### src/rtl/fetch_stage.sv
// Fetch stage: holds the PC, reads a direct-mapped instruction cache and refills one line on a miss.
// Hands one instruction plus PC+4 to decode per cycle and stalls the pipe while a refill is in flight.
module fetch_stage #(
  parameter int                 ADDR_W   = 32,
  parameter int                 INST_W   = 32,
  parameter int                 LINES    = 4,
  parameter int                 LINE_W   = 128,
  parameter logic [ADDR_W-1:0]  RESET_PC = 32'h00001000,
  parameter logic [INST_W-1:0]  NOP_INST = 32'h00000000
) (
  input  logic              clk,
  input  logic              reset,
  input  logic              wrt_en,
  input  logic              branch_taken,
  input  logic [ADDR_W-1:0] branch_target,
  output logic              mem_req,
  output logic [ADDR_W-1:0] mem_addr,
  input  logic              mem_ready,
  input  logic [LINE_W-1:0] mem_data,
  output logic [ADDR_W-1:0] PCNEXT_FETCH,
  output logic [INST_W-1:0] instruction,
  output logic              block_pipe_instr_cache,
  output logic [1:0]        state_dbg
);

  localparam int WORDS  = LINE_W / INST_W;
  localparam int WORD_W = $clog2(WORDS);
  localparam int OFF_W  = 2 + WORD_W;
  localparam int IDX_W  = $clog2(LINES);
  localparam int TAG_W  = ADDR_W - OFF_W - IDX_W;

  // Handshake: the refill request is held with a stable mem_addr until memory
  // answers with mem_ready=1 in the same cycle; mem_ready at any other time is ignored.
  typedef enum logic [1:0] {
    IDLE = 2'd0,
    MISS = 2'd1,
    FILL = 2'd2
  } state_t;

  state_t            state;
  logic [ADDR_W-1:0] pc;
  logic              redirect_pending;
  logic [ADDR_W-1:0] redirect_target;

  logic [LINE_W-1:0] line_data [LINES];
  logic [TAG_W-1:0]  line_tag  [LINES];
  logic [LINES-1:0]  line_valid;

  logic [IDX_W-1:0]  pc_idx;
  logic [TAG_W-1:0]  pc_tag;
  logic [WORD_W-1:0] word_sel;
  logic [IDX_W-1:0]  mem_idx;
  logic [ADDR_W-1:0] pc_plus4;
  logic [ADDR_W-1:0] target_aligned;
  logic [ADDR_W-1:0] line_addr;
  logic              hit;
  logic [INST_W-1:0] line_words [WORDS];
  logic [INST_W-1:0] fetch_word;
  logic              unused_target_bits;

  assign pc_idx         = pc[OFF_W +: IDX_W];
  assign pc_tag         = pc[ADDR_W-1:OFF_W+IDX_W];
  assign word_sel       = pc[2 +: WORD_W];
  assign mem_idx        = mem_addr[OFF_W +: IDX_W];
  assign pc_plus4       = pc + ADDR_W'(4);
  assign target_aligned = {branch_target[ADDR_W-1:2], 2'b00};
  assign line_addr      = {pc[ADDR_W-1:OFF_W], {OFF_W{1'b0}}};
  assign hit            = line_valid[pc_idx] && (line_tag[pc_idx] == pc_tag);
  assign unused_target_bits = ^branch_target[1:0];

  always_comb begin
    for (int w = 0; w < WORDS; w++) begin
      line_words[w] = line_data[pc_idx][w*INST_W +: INST_W];
    end
  end

  assign fetch_word = line_words[word_sel];

  // A taken branch in IDLE suppresses the miss stall: no lookup is issued for the old PC.
  assign block_pipe_instr_cache = (state != IDLE) || (!hit && !branch_taken);
  assign state_dbg = state;

  // Line storage needs no reset; the valid bits alone decide whether it is used.
  always_ff @(posedge clk) begin
    if (state == MISS && mem_ready) begin
      line_data[mem_idx] <= mem_data;
      line_tag[mem_idx]  <= mem_addr[ADDR_W-1:OFF_W+IDX_W];
    end
  end

  always_ff @(posedge clk) begin
    if (reset) begin
      state            <= IDLE;
      pc               <= RESET_PC;
      line_valid       <= '0;
      instruction      <= NOP_INST;
      PCNEXT_FETCH     <= '0;
      mem_req          <= 1'b0;
      mem_addr         <= '0;
      redirect_pending <= 1'b0;
      redirect_target  <= '0;
    end else begin
      case (state)
        IDLE: begin
          if (branch_taken) begin
            if (wrt_en) begin
              instruction <= NOP_INST;
              pc          <= target_aligned;
            end
          end else if (hit) begin
            if (wrt_en) begin
              instruction  <= fetch_word;
              PCNEXT_FETCH <= pc_plus4;
              pc           <= pc_plus4;
            end
          end else begin
            state    <= MISS;
            mem_req  <= 1'b1;
            mem_addr <= line_addr;
            if (wrt_en) instruction <= NOP_INST;
          end
        end
        MISS: begin
          // The refill always completes; a branch here is only remembered.
          if (branch_taken) begin
            redirect_pending <= 1'b1;
            redirect_target  <= target_aligned;
          end
          if (wrt_en) instruction <= NOP_INST;
          if (mem_ready) begin
            line_valid[mem_idx] <= 1'b1;
            mem_req             <= 1'b0;
            state               <= FILL;
          end
        end
        FILL: begin
          state            <= IDLE;
          redirect_pending <= 1'b0;
          if (wrt_en) instruction <= NOP_INST;
          // A branch arriving in this last busy cycle is the newest request and wins.
          if (branch_taken)          pc <= target_aligned;
          else if (redirect_pending) pc <= redirect_target;
        end
        default: state <= IDLE;
      endcase
    end
  end

endmodule

### config.mk
export PLATFORM = sky130hd
export DESIGN_NAME = fetch_stage
export DESIGN_NICKNAME = d
export VERILOG_FILES = /design/src/rtl/fetch_stage.sv
export SDC_FILE = /design/constraint.sdc
export NUM_CORES = 1
export LEC_CHECK = 0
export ABC_AREA = 1
export CAP_MARGIN = 10
export CORE_UTILIZATION = 55
export CTS_BUF_LIST = sky130_fd_sc_hd__clkbuf_8
export CTS_CLUSTER_DIAMETER = 100
export DETAILED_ROUTE_END_ITERATION = 10
export PLACE_DENSITY_LB_ADDON = 0.25
export SETUP_SLACK_MARGIN = 0.3
export SLEW_MARGIN = 15
export SYNTH_ARGS = -nofsm -noshare
export SYNTH_HDL_FRONTEND = slang
export SYNTH_SLANG_ARGS = --single-unit
### constraint.sdc
create_clock -name clk -period 15.8 [get_ports clk]
set_clock_uncertainty 0.1 [all_clocks]
set_input_delay 3.16 -clock clk [delete_from_list [all_inputs] [get_ports clk]]
set_output_delay 3.16 -clock clk [all_outputs]
set_load 0.05 [all_outputs]
==> flow_metrics.env, run 1 <==
export IMPL_rsz0062_at_grt="false"
export IMPL_syn_area_mm2=0.0316
export IMPL_critical_path_peak_fanout=22
export IMPL_p_leak_nw=13.2
export IMPL_drive_gt1_frac=0.0659
export IMPL_htreeDepth=3
export IMPL_synthToLayoutAreaGrowth_pct=17.2
export IMPL_mostFrequentLayoutCells="edfxtp_1 (616), nor2_1 (482), nand2_1 (473)"
export IMPL_total_power_mw=4.49
export IMPL_hold_class="register to register"
export IMPL_hold_viol_final=0
export IMPL_port_buffers=256
export IMPL_synthArstFlopShare=0
export IMPL_cp_slowest_stage_delay_ns=0.93
export IMPL_max_slew_margin_rel=0.186
export IMPL_nets=3310
export IMPL_setup_tns_ns=0
export IMPL_grt_usage=0.286
export IMPL_routed_via_count=23300
export IMPL_critical_path_top_delay_family="buffers and inverters"
export IMPL_rows=87
export IMPL_crit_path_top_delay_cell="clkdlybuf4s50_1"
export IMPL_clkTransAtPathRegs_ns=0.06
export IMPL_grt_start_max_net_pins=153
export IMPL_cts_setup_buffers=0
export IMPL_clockBufferDepth=3
export IMPL_yosysSeqAreaShare=0.687
export IMPL_overflow=0
export IMPL_fmax_mhz=113
export IMPL_min_period_over_period=0.560
export IMPL_startpoint_type="primary input"
export IMPL_postSynthCellCount=2920
export IMPL_synth_avg_cell_area_um2=10.8
export IMPL_cts_resized_gates=0
export IMPL_ir_drop_uv=86.7
export IMPL_worstMarginPinSlew_ns=1.22
export IMPL_numClockSinks=776
export IMPL_layout_commonest_cell="edfxtp_1"
export IMPL_grt_pass1_wl_um=129000
export IMPL_gp_congestion=0.899
export IMPL_status="finished, final reports clean"
export IMPL_cellPowerDensity_mw_per_mm2=121
export IMPL_start_util=0.558
export IMPL_postCtsHoldBufs=0
export IMPL_grt_pass1_vias=22800
export IMPL_drtIter0Drc=2039
export IMPL_ioPinCount=265
export IMPL_synth_seq_cells=776
export IMPL_cts_tree="done"
export IMPL_path_cells="clkdlybuf4s50_1, o21ai_0, clkdlybuf4s50_1"
export IMPL_critical_path_required_ns=12.54
export IMPL_wl_um=84700
export IMPL_worst_skew_pair_late_latency_ns=0.75
export IMPL_end_kind="output pin"
export IMPL_fillers=4371
export IMPL_path_buf_inv=2
export IMPL_worstSetupPathType="primary input to output pin"
export IMPL_yosysWarnings=0
export IMPL_via_per_inst=5.81
export IMPL_ys_types=38
export IMPL_fin_crit_ns=8.85
export IMPL_setup_viol=0
export IMPL_core_area_mm2=0.0566
export IMPL_drv_cap=0
export IMPL_ant_nets=0
export IMPL_root_buffer="clkbuf_8"
export IMPL_place_hpwl_um=50700
export IMPL_slew_violations=0
export IMPL_cpMostUsedCell="clkdlybuf4s50_1"
export IMPL_crit_arrival_ns=5.59
export IMPL_wire_per_inst_um=21.1
export IMPL_antenna_found_initial=21
export IMPL_firstDrtPassIters=5
export IMPL_synth_main_ff_cell="edfxtp_1"
export IMPL_dieArea_mm2=0.0584
export IMPL_numCtsBuffers=121
export IMPL_die_y_um=242
export IMPL_drcViolationCount=0
export IMPL_fp_dieW_um=242
export IMPL_synth_edf_count=616
-- area by class of cell --
class	count	area [um^2]	area share
flip-flops and latches	776	21700	0.586
multi-input cells	1834	8650	0.233
repair buffers	281	2820	0.0761
clock buffers	134	1840	0.0498
well taps	756	946	0.0255
clock inverters	94	559	0.0151
inverters	126	484	0.0131
diodes	12	30.0	0.000811
-- where the power goes --
group          total [mW]  switching [mW]  internal, mW
Sequential           2.31          0.0454          2.26
Clock                1.65           0.782         0.865
Combinational       0.537           0.372         0.166
-- cell usage after synthesis, types with 6 or more instances --
cell	count	area [um^2]
buf_2	31	155
o221ai_1	70	613
buf_4	12	90.1
xor2_1	25	219
o21ai_0	378	1890
dfxtp_1	160	3200
nand4_1	22	138
o21ai_1	28	140
buf_1	11	41.3
nor2_1	483	1810
nand3_1	153	766
inv_1	119	447
edfxtp_1	616	18500
o22ai_1	74	463
a21oi_1	68	340
nor3_1	14	70.1
clkbuf_1	130	488
nand2_1	474	1780
o21bai_1	8	60.1
o211ai_1	6	45.0
-- stage by stage --
| step | setup WS (ns) | util | hold slack (ns) | cell area (um^2) | cells |
|---|---|---|---|---|---|
| final | 6.95 | 0.654 | 0.363 | 37000 | 4013 |
| after global routing | 6.88 | 0.654 | 0.390 | 37000 | 4012 |
| after CTS | 6.95 | 0.653 | 0.359 | 37000 | 4000 |
| after detailed placement | 6.96 | 0.611 | 0.352 | 34600 | 3772 |
| after global placement | 7.04 | 0.611 | 0.343 | 34600 | 3772 |
| after floorplan | 1.15 | - | 0.329 | 31600 | 2925 |
-- kinds of logic after synthesis --
group,count (synthesis),share of synthesized area
compound gates,639,0.114
xor+xnor,26,0.00721
fa+ha+maj,5,0.00198
buf+inv,315,0.0413
flops,776,0.687
mux,2,0.000634
other cells,1,0.000119
simple gates,1156,0.148
-- worst reg2reg max path, stage by stage (launching register included) --
cell     delay, ns
dfxtp_4       0.55
inv_8         0.58
buf_4         0.99
nand2_1       0.13
nand3_1       0.13
nand2_1       0.12
nand2_1       0.09
nand2_1       0.05
nor2_1        0.09
nand2_1       0.06
nor2_1        0.20
nand2_2       0.17
o21ai_2       0.69
nand3_4       0.66
nor2_1        0.44
nor2_1        0.09
-- registers in the layout, indices dropped and copies added (netlist names), named ones only --
signal / count
line_data: 512
line_tag: 104
instruction: 32
PCNEXT_FETCH: 30
pc: 30
redirect_target: 30
mem_addr: 28
line_valid: 4
state_dbg: 2
mem_req: 1
redirect_pending: 1
-- per-layer routing --
layer,global-route usage,wire length [um]
met5,0,114
met4,0.120,2830
met3,0.0648,6680
met2,0.477,42300
met1,0.361,32900
-- final timing paths --
path                            start                endpoint  slack (ns)  cells past startpoint
setup / recovery         branch_taken  block_pipe_instr_cache        6.95                      3
hold reg to reg   redirect_target[31]     redirect_target[31]        0.36                      2
setup reg to reg             register                  pc[20]       10.54                     15
hold / removal    redirect_target[31]     redirect_target[31]        0.36                      2
Note: power is estimated with default switching activity, not from simulation.
==> run 2, diff against run 1 <==
Clock period 15.8 ns to 8.6 ns, I/O delays scaled along.
==> flow_metrics.env, run 2 (synthesis gave the netlist of run 1 again) <==
export IMPL_status="finished, final reports clean"
export IMPL_fp_dieW_um=242
export IMPL_drcViolationCount=0
export IMPL_min_period_over_period=0.740
export IMPL_critical_path_peak_fanout=175
export IMPL_startpoint_type="register"
export IMPL_rsz0062_at_grt="false"
export IMPL_r2r_cells=13
export IMPL_grt_start_max_net_pins=176
export IMPL_setup_tns_ns=0
export IMPL_largest_reg_flops=512
export IMPL_power_frac_seq=0.527
export IMPL_cts_resized_gates=0
export IMPL_antenna_found_initial=18
export IMPL_drtIter0Drc=2359
export IMPL_wire_per_inst_um=21.2
export IMPL_pwr_share_comb=0.123
export IMPL_top_register="line_data"
export IMPL_p_leak_nw=13.1
export IMPL_hp_start="redirect_target[2]"
export IMPL_crit_arrival_ns=4.55
export IMPL_numClockSinks=776
export IMPL_via_per_inst=5.80
export IMPL_worstMarginPinSlew_ns=1.11
export IMPL_firstDrtPassIters=6
export IMPL_top_regs="line_data (512), line_tag (104), instruction (32)"
export IMPL_grt_pass1_wl_um=130000
export IMPL_nets=3312
export IMPL_dp_cells=3776
export IMPL_whs_path_depth=2
export IMPL_core_area_mm2=0.0566
export IMPL_gp_congestion=0.901
export IMPL_critical_path_required_ns=6.78
export IMPL_cts_setup_buffers=0
export IMPL_cellPowerDensity_mw_per_mm2=218
export IMPL_cts_tree="done"
export IMPL_fin_crit_ns=6.37
export IMPL_grt_usage=0.288
export IMPL_clockBufferDepth=3
export IMPL_start_util=0.558
export IMPL_clkTransAtPathRegs_ns=0.06
export IMPL_pwr_share_clk=0.350
export IMPL_fmax_mhz=157
export IMPL_drive_gt1_frac=0.0607
export IMPL_drv_cap=0
export IMPL_htreeDepth=3
export IMPL_die_y_um=242
export IMPL_setup_viol=0
export IMPL_port_buffers=256
export IMPL_ant_nets=0
export IMPL_finalWorstSetupSlack_ns=2.23
export IMPL_postCtsHoldBufs=0
export IMPL_switching_share=0.271
export IMPL_routed_via_count=23300
export IMPL_worst_skew_pair_late_latency_ns=0.72
export IMPL_mostFrequentLayoutCells="edfxtp_1 (616), nor2_1 (482), nand2_1 (473)"
export IMPL_dpl_worst_slack_ns=2.67
export IMPL_grt_pass1_vias=22600
export IMPL_synthToLayoutAreaGrowth_pct=16.6
export IMPL_place_hpwl_um=50800
export IMPL_numCtsBuffers=120
export IMPL_power_switching_mw=2.17
export IMPL_ioPinCount=265
export IMPL_hold_class="register to register"
export IMPL_layoutNonFillerInstCount=4014
export IMPL_wl_um=85000
export IMPL_slew_violations=0
export IMPL_ir_drop_uv=154
export IMPL_overflow=0
export IMPL_max_slew_margin_rel=0.262
export IMPL_worstSetupPathType="register to output pin"
export IMPL_root_buffer="clkbuf_8"
export IMPL_p_int_mw=5.86
export IMPL_layout_commonest_cell="edfxtp_1"
export IMPL_total_power_mw=8.03
export IMPL_rows=87
export IMPL_dieArea_mm2=0.0584
export IMPL_end_kind="output pin"
export IMPL_hold_viol_final=0
export IMPL_fillers=4314
[run 2: final cells by class]
class                           count  area, um^2  share of cell area
Antenna cell                       15        37.5             0.00102
Clock buffer                      128        1760              0.0478
Clock inverter                     95         433              0.0117
Inverter                          126         487              0.0132
Multi-Input combinational cell   1834        8670               0.235
Sequential cell                   776       21700               0.589
Tap cell                          756         946              0.0257
Timing Repair Buffer              284        2800              0.0759
[run 2: critical path, stage by stage, from the launching register on]
cell,delay (ns)
dfxtp_4,0.94
inv_8,0.48
nand2_1,0.18
nand3_1,0.08
nand2_1,0.14
xor2_1,0.30
nor2_1,0.10
nand3_2,0.20
nor2_8,0.10
o21ai_0,0.30
clkdlybuf4s50_1,0.90
[run 2: per-layer routing]
| layer | GRT usage | wire, um | vias to the layer above |
|---|---|---|---|
| met5 | 0 | 42 | - |
| met4 | 0.141 | 3260 | 6 |
| met3 | 0.0547 | 6870 | 183 |
| met2 | 0.469 | 41700 | 1026 |
| met1 | 0.371 | 33100 | 11300 |
| li1 | - | - | 10800 |
[run 2: power by group through the flow]
stage,Sequential (mW),Combinational [mW],Clock (mW)
after floorplan,4.33,0.564,0
after global placement,4.30,0.954,0
after detailed placement,4.31,0.982,0
after CTS,4.23,0.987,2.85
after global routing,4.24,1.08,3.00
final,4.23,0.990,2.81
[run 2: path summary, 6_finish.rpt]
check / end / slack (ns)
setup / recovery: block_pipe_instr_cache / 2.23
hold / removal: redirect_target[2] / 0.37
setup reg to reg: pc[16] / 3.91
hold reg to reg: redirect_target[2] / 0.37
[run 2: per-stage QoR]
step                 util  instance area [um^2]  hold WS (ns)
floorplan               -                 31600         0.329
global placement    0.611                 34600         0.341
detailed placement  0.611                 34600         0.353
CTS                 0.650                 36800         0.362
global route        0.651                 36800         0.393
finish              0.651                 36800         0.367
==> RTL change 1: new RTL, flow settings as in run 2 <==
`RESET_PC`: 32'h00001000 -> 32'h00000C00.
--- a/src/rtl/fetch_stage.sv
+++ b/src/rtl/fetch_stage.sv
@@ -5,7 +5,7 @@
   parameter int                 INST_W   = 32,
   parameter int                 LINES    = 4,
   parameter int                 LINE_W   = 128,
-  parameter logic [ADDR_W-1:0]  RESET_PC = 32'h00001000,
+  parameter logic [ADDR_W-1:0]  RESET_PC = 32'h00000C00,
   parameter logic [INST_W-1:0]  NOP_INST = 32'h00000000
 ) (
   input  logic              clk,
Function: changed (Yosys sat finds a counterexample within 4 cycles, from zero or initial values and one cycle with reset high).
==> RTL change 1 against run 2 <==
Design area grew 0.38%. Synthesized area down 0.21%. Setup slack worse by 0.17 ns. Wire length grew 0.87%. Critical path depth stayed put. Register-to-register slack better by 0.17 ns. Total power up 2.1%. Global-route usage grew 0.66 points. Sequential cell count stayed put. Combinational power about the same.
==> RTL change 1: results (changes against run 2) <==
<table>
<tr><th>Metric</th><th>Value</th></tr>
<tr><th colspan="2">Outcome</th></tr>
<tr><td>Outcome</td><td>finished clean</td></tr>
<tr><th colspan="2">Power and ir drop</th></tr>
<tr><td>Highest ir drop seen on vdd</td><td>0.000144 V (-6.1%)</td></tr>
<tr><td>Leak Pwr</td><td>13.2 nW (+0.27%)</td></tr>
<tr><th colspan="2">Placed design</th></tr>
<tr><td>Post-place instance area</td><td>34600 µm² (about the same)</td></tr>
<tr><td>Pre-CTS WS</td><td>2.58 ns (-0.0901 ns)</td></tr>
<tr><td>Post-detailed-placement half-perimeter wirelength</td><td>51500 µm (+1.4%)</td></tr>
<tr><th colspan="2">Yosys</th></tr>
<tr><td>Number of different library cells in the post-synthesis netlist</td><td>37 (-2.6%)</td></tr>
<tr><td>Synth top area cells</td><td>sky130_fd_sc_hd__edfxtp_1, sky130_fd_sc_hd__dfxtp_1, sky130_fd_sc_hd__nor2_1, sky130_fd_sc_hd__o21ai_0, sky130_fd_sc_hd__nand2_1</td></tr>
<tr><td>Synthesized instance count</td><td>2917 (-0.10%)</td></tr>
<tr><td>Fraction of synthesized cell area in xor and xnor cells</td><td>0.722% (+0.0015 points)</td></tr>
<tr><td>Most frequent cells after synthesis</td><td>sky130_fd_sc_hd__edfxtp_1, sky130_fd_sc_hd__nor2_1, sky130_fd_sc_hd__nand2_1</td></tr>
<tr><td>Proportion of synthesized chip area in sequential cells</td><td>68.8% (+0.14 points)</td></tr>
<tr><th colspan="2">GRT</th></tr>
<tr><td>Global-route wire length before repair</td><td>129000 µm (-0.53%)</td></tr>
<tr><td>All-Layer GR Usage</td><td>29.4% (+0.66 points)</td></tr>
<tr><th colspan="2">Clock tree</th></tr>
<tr><td>Latest clock arrival within the worst-skew pair</td><td>0.75 ns (+0.03 ns)</td></tr>
<tr><td>Total clock buffers created by CTS</td><td>121 (+0.83%)</td></tr>
<tr><th colspan="2">Route</th></tr>
<tr><td>Number of optimization iterations in the first detailed-route pass</td><td>5 (-1)</td></tr>
<tr><th colspan="2">Setup path</th></tr>
<tr><td>CP max stage cell</td><td>sky130_fd_sc_hd__clkdlybuf4s50_1</td></tr>
<tr><td>Maximum single-stage delay on the critical path</td><td>0.89 ns (-0.05 ns)</td></tr>
<tr><th colspan="2">Layout</th></tr>
<tr><td>Fraction of final layout cells with drive strength greater than 1</td><td>6.71% (+0.63 points)</td></tr>
</table>
==> RTL change 1: changes by cell type after synthesis, sizes merged <==
cell,run 2,this run
o221ai,70,69
o22ai,74,75
clkbuf,130,125
mux2i,2,1
buf,59,62
inv,122,119
o21ai,407,408
nand4,22,23
a21oi,68,67
clkinv,4,5
nand2,477,476
nand3,156,158
==> RTL change 1: per-layer routing <==
layer | vias to the layer above | track usage, % | routed length [µm]
met5 | - | 0 | 116
met4 | 18 | 13.3 | 3300
met3 | 201 | 5.94 | 6570
met2 | 966 | 48.3 | 42200
met1 | 11300 | 37.9 | 33600
li1 | 10800 | - | -
==> RTL change 1: final cells by class <==
cell class	count	share of cell area (%)
Antenna cell	8	0.0541
Clock buffer	138	5.14
Clock inverter	91	1.27
Inverter	124	1.29
Multi-Input combinational cell	1835	23.4
Sequential cell	776	58.7
Tap cell	756	2.56
Timing Repair Buffer	286	7.64
==> RTL change 1: worst min-delay path, delay by kind of cell, from the launching register on <==
kind / cells / cell delay, ns
DFF: 1 / 0.30
AOI/OAI and AO/OA: 1 / 0.05
buffers and inverters: 1 / 0.06
==> RTL change 1: worst paths after layout <==
| check | from | end | slack (ns) |
|---|---|---|---|
| worst max-delay path | flop | block_pipe_instr_cache | 2.06 |
| worst min-delay path | redirect_target[2]$_SDFFE_PP0P_ | redirect_target[2]$_SDFFE_PP0P_ | 0.36 |
| worst max register to register | flop | pc[19]$_SDFFE_PP0P_ | 4.08 |
| worst min register to register | redirect_target[2]$_SDFFE_PP0P_ | redirect_target[2]$_SDFFE_PP0P_ | 0.36 |
==> RTL change 1: power by group <==
group / internal (W) / switching [W] / total, W
sequential: 0.00415 / 0.0000841 / 0.00424
combinational: 0.000305 / 0.000684 / 0.000989
clock: 0.00153 / 0.00144 / 0.00298
total: 0.00599 / 0.00221 / 0.00820
==> RTL change 2: new RTL, flow settings as in run 2 <==
Without the edit above. Make the reset (`reset`) asynchronous in one clocked block.
--- a/src/rtl/fetch_stage.sv
+++ b/src/rtl/fetch_stage.sv
@@ -88,7 +88,7 @@
     end
   end
 
-  always_ff @(posedge clk) begin
+  always_ff @(posedge clk or posedge reset) begin
     if (reset) begin
       state            <= IDLE;
       pc               <= RESET_PC;
Formal check against the unedited RTL: differs if reset is asserted again (counterexample within 4 cycles, from zero or initial values and one cycle with reset high); with reset held inactive, the same outputs for 4 cycles.
==> RTL change 2 against run 2 <==
Critical path depth rose by 3. Wire length increased by 3.9%. Setup slack worse by 0.29 ns. Synthesized area is 2.9% higher. Worst hold slack worse by 0.0087 ns. Design area is 2.9% higher. Sequential cell count down 2. Register-to-register slack got worse by 0.50 ns. Critical endpoint unchanged.
Power is not compared: it rests on default switching activity, and its combinational part moved more than twofold at a synthesized area within 25%.
==> RTL change 2: results (changes against run 2) <==
<table>
<tr><th>Metric</th><th>Value</th></tr>
<tr><th colspan="2">GRT</th></tr>
<tr><td>Global-route met1 utilization</td><td>37.6% (+0.56 points)</td></tr>
<tr><td>Largest net degree at the start of global routing</td><td>163 (-7.4%)</td></tr>
<tr><td>Number of antenna violations at the first check in global routing</td><td>19 (+1)</td></tr>
<tr><td>Global-route wire length before repair</td><td>134000 µm (+2.8%)</td></tr>
<tr><td>All-Layer GR Usage</td><td>29.3% (+0.53 points)</td></tr>
<tr><th colspan="2">Route</th></tr>
<tr><td>Initial drt markers</td><td>2333 (-1.1%)</td></tr>
<tr><td>Vias per cell</td><td>5.84 (+0.66%)</td></tr>
<tr><td>Met3 Routed Length</td><td>7420 µm (+8.0%)</td></tr>
<tr><td>M1 wire length</td><td>34100 µm (+2.8%)</td></tr>
<tr><td>Routed vias</td><td>23.6k (+1.5%)</td></tr>
<tr><td>Routed length on met2</td><td>43700 µm (+4.7%)</td></tr>
<tr><th colspan="2">Placed design</th></tr>
<tr><td>Pre-CTS WS</td><td>2.63 ns (-0.0425 ns)</td></tr>
<tr><td>Post-detailed-placement half-perimeter wirelength</td><td>53000 µm (+4.3%)</td></tr>
<tr><td>Gp weighted congestion</td><td>0.903 (+0.17%)</td></tr>
<tr><th colspan="2">Outcome</th></tr>
<tr><td>Outcome</td><td>finished clean</td></tr>
<tr><th colspan="2">Setup path</th></tr>
<tr><td>Worst Path Max Fanout</td><td>70 (-60%)</td></tr>
<tr><td>CP max stage cell</td><td>sky130_fd_sc_hd__dfrtp_4</td></tr>
<tr><td>Maximum single-stage delay on the critical path</td><td>0.85 ns (-0.09 ns)</td></tr>
<tr><td>Critical Path AT</td><td>4.84 ns (+0.29 ns)</td></tr>
<tr><th colspan="2">Yosys</th></tr>
<tr><td>Most frequent cells after synthesis</td><td>sky130_fd_sc_hd__nand2_1, sky130_fd_sc_hd__edfxtp_1, sky130_fd_sc_hd__o21ai_0</td></tr>
<tr><td>Proportion of synthesized chip area in sequential cells</td><td>69.1% (+0.38 points)</td></tr>
<tr><td>Synth top area cells</td><td>sky130_fd_sc_hd__edfxtp_1, sky130_fd_sc_hd__dfrtp_1, sky130_fd_sc_hd__nand2_1, sky130_fd_sc_hd__o21ai_0, sky130_fd_sc_hd__nor2_1</td></tr>
<tr><td>Post-synthesis async set-or-reset flop share</td><td>20.4% (+20 points)</td></tr>
<tr><td>Number of different library cells in the post-synthesis netlist</td><td>35 (-7.9%)</td></tr>
<tr><th colspan="2">Clock tree</th></tr>
<tr><td>Latest clock arrival within the worst-skew pair</td><td>0.74 ns (+0.02 ns)</td></tr>
<tr><td>Total clock buffers created by CTS</td><td>118 (-1.7%)</td></tr>
<tr><th colspan="2">Layout</th></tr>
<tr><td>Final #Nets</td><td>3336 (+0.72%)</td></tr>
</table>
## RTL change 2: final timing paths
kind	startpoint	end	slack, ns	cells after the start
min in group asynchronous	reset	PCNEXT_FETCH[29]$_DFFE_PP0P_	1.55	2
min	line_valid[1]$_DFFE_PP0P_	line_valid[1]$_DFFE_PP0P_	0.36	2
max in group asynchronous	reset	pc[5]$_DFFE_PP0P_	5.48	3
max	pc[5]$_DFFE_PP0P_	block_pipe_instr_cache	1.94	13
max reg2reg	pc[5]$_DFFE_PP0P_	instruction[13]$_DFFE_PP0P_	3.41	15
min reg2reg	line_valid[1]$_DFFE_PP0P_	line_valid[1]$_DFFE_PP0P_	0.36	2
## RTL change 2: logic make-up after synthesis
kind of cell / count (synthesis) / synth area share (%)
and+or+nand+nor: 1166 / 14.5
DFF: 774 / 69.1
AOI/OAI and AO/OA: 578 / 10.7
buffers and inverters: 386 / 4.88
xor gates and xnor gates: 26 / 0.700
adders and majority gates: 5 / 0.192
other: 1 / 0.0115
## RTL change 2: cell type report
| cell class | count | area share (%) |
|---|---|---|
| antenna | 11 | 0.0726 |
| sequential | 774 | 59.2 |
| tap | 765 | 2.52 |
| timing repair buffer | 289 | 7.48 |
| multi-input combinational | 1781 | 22.5 |
| clock buffer | 128 | 4.64 |
| inverter | 202 | 2.04 |
| clock inverter | 97 | 1.52 |
## RTL change 2: stage by stage
step	util (%)	power [W]	TNS [ns]
6_report	65.4	0.0121	0
5_1_grt	65.4	0.0127	0
4_1_cts	65.3	0.0121	0
3_5_place_dp	61.3	0.00915	0
3_3_place_gp	61.3	0.00902	0
2_1_floorplan	-	0.00779	-277.31
## RTL change 2: power breakdown
part / switching [W] / total, W / internal, W
sequential: 0.000439 / 0.00506 / 0.00462
combinational: 0.00291 / 0.00406 / 0.00115
clock: 0.00145 / 0.00298 / 0.00154
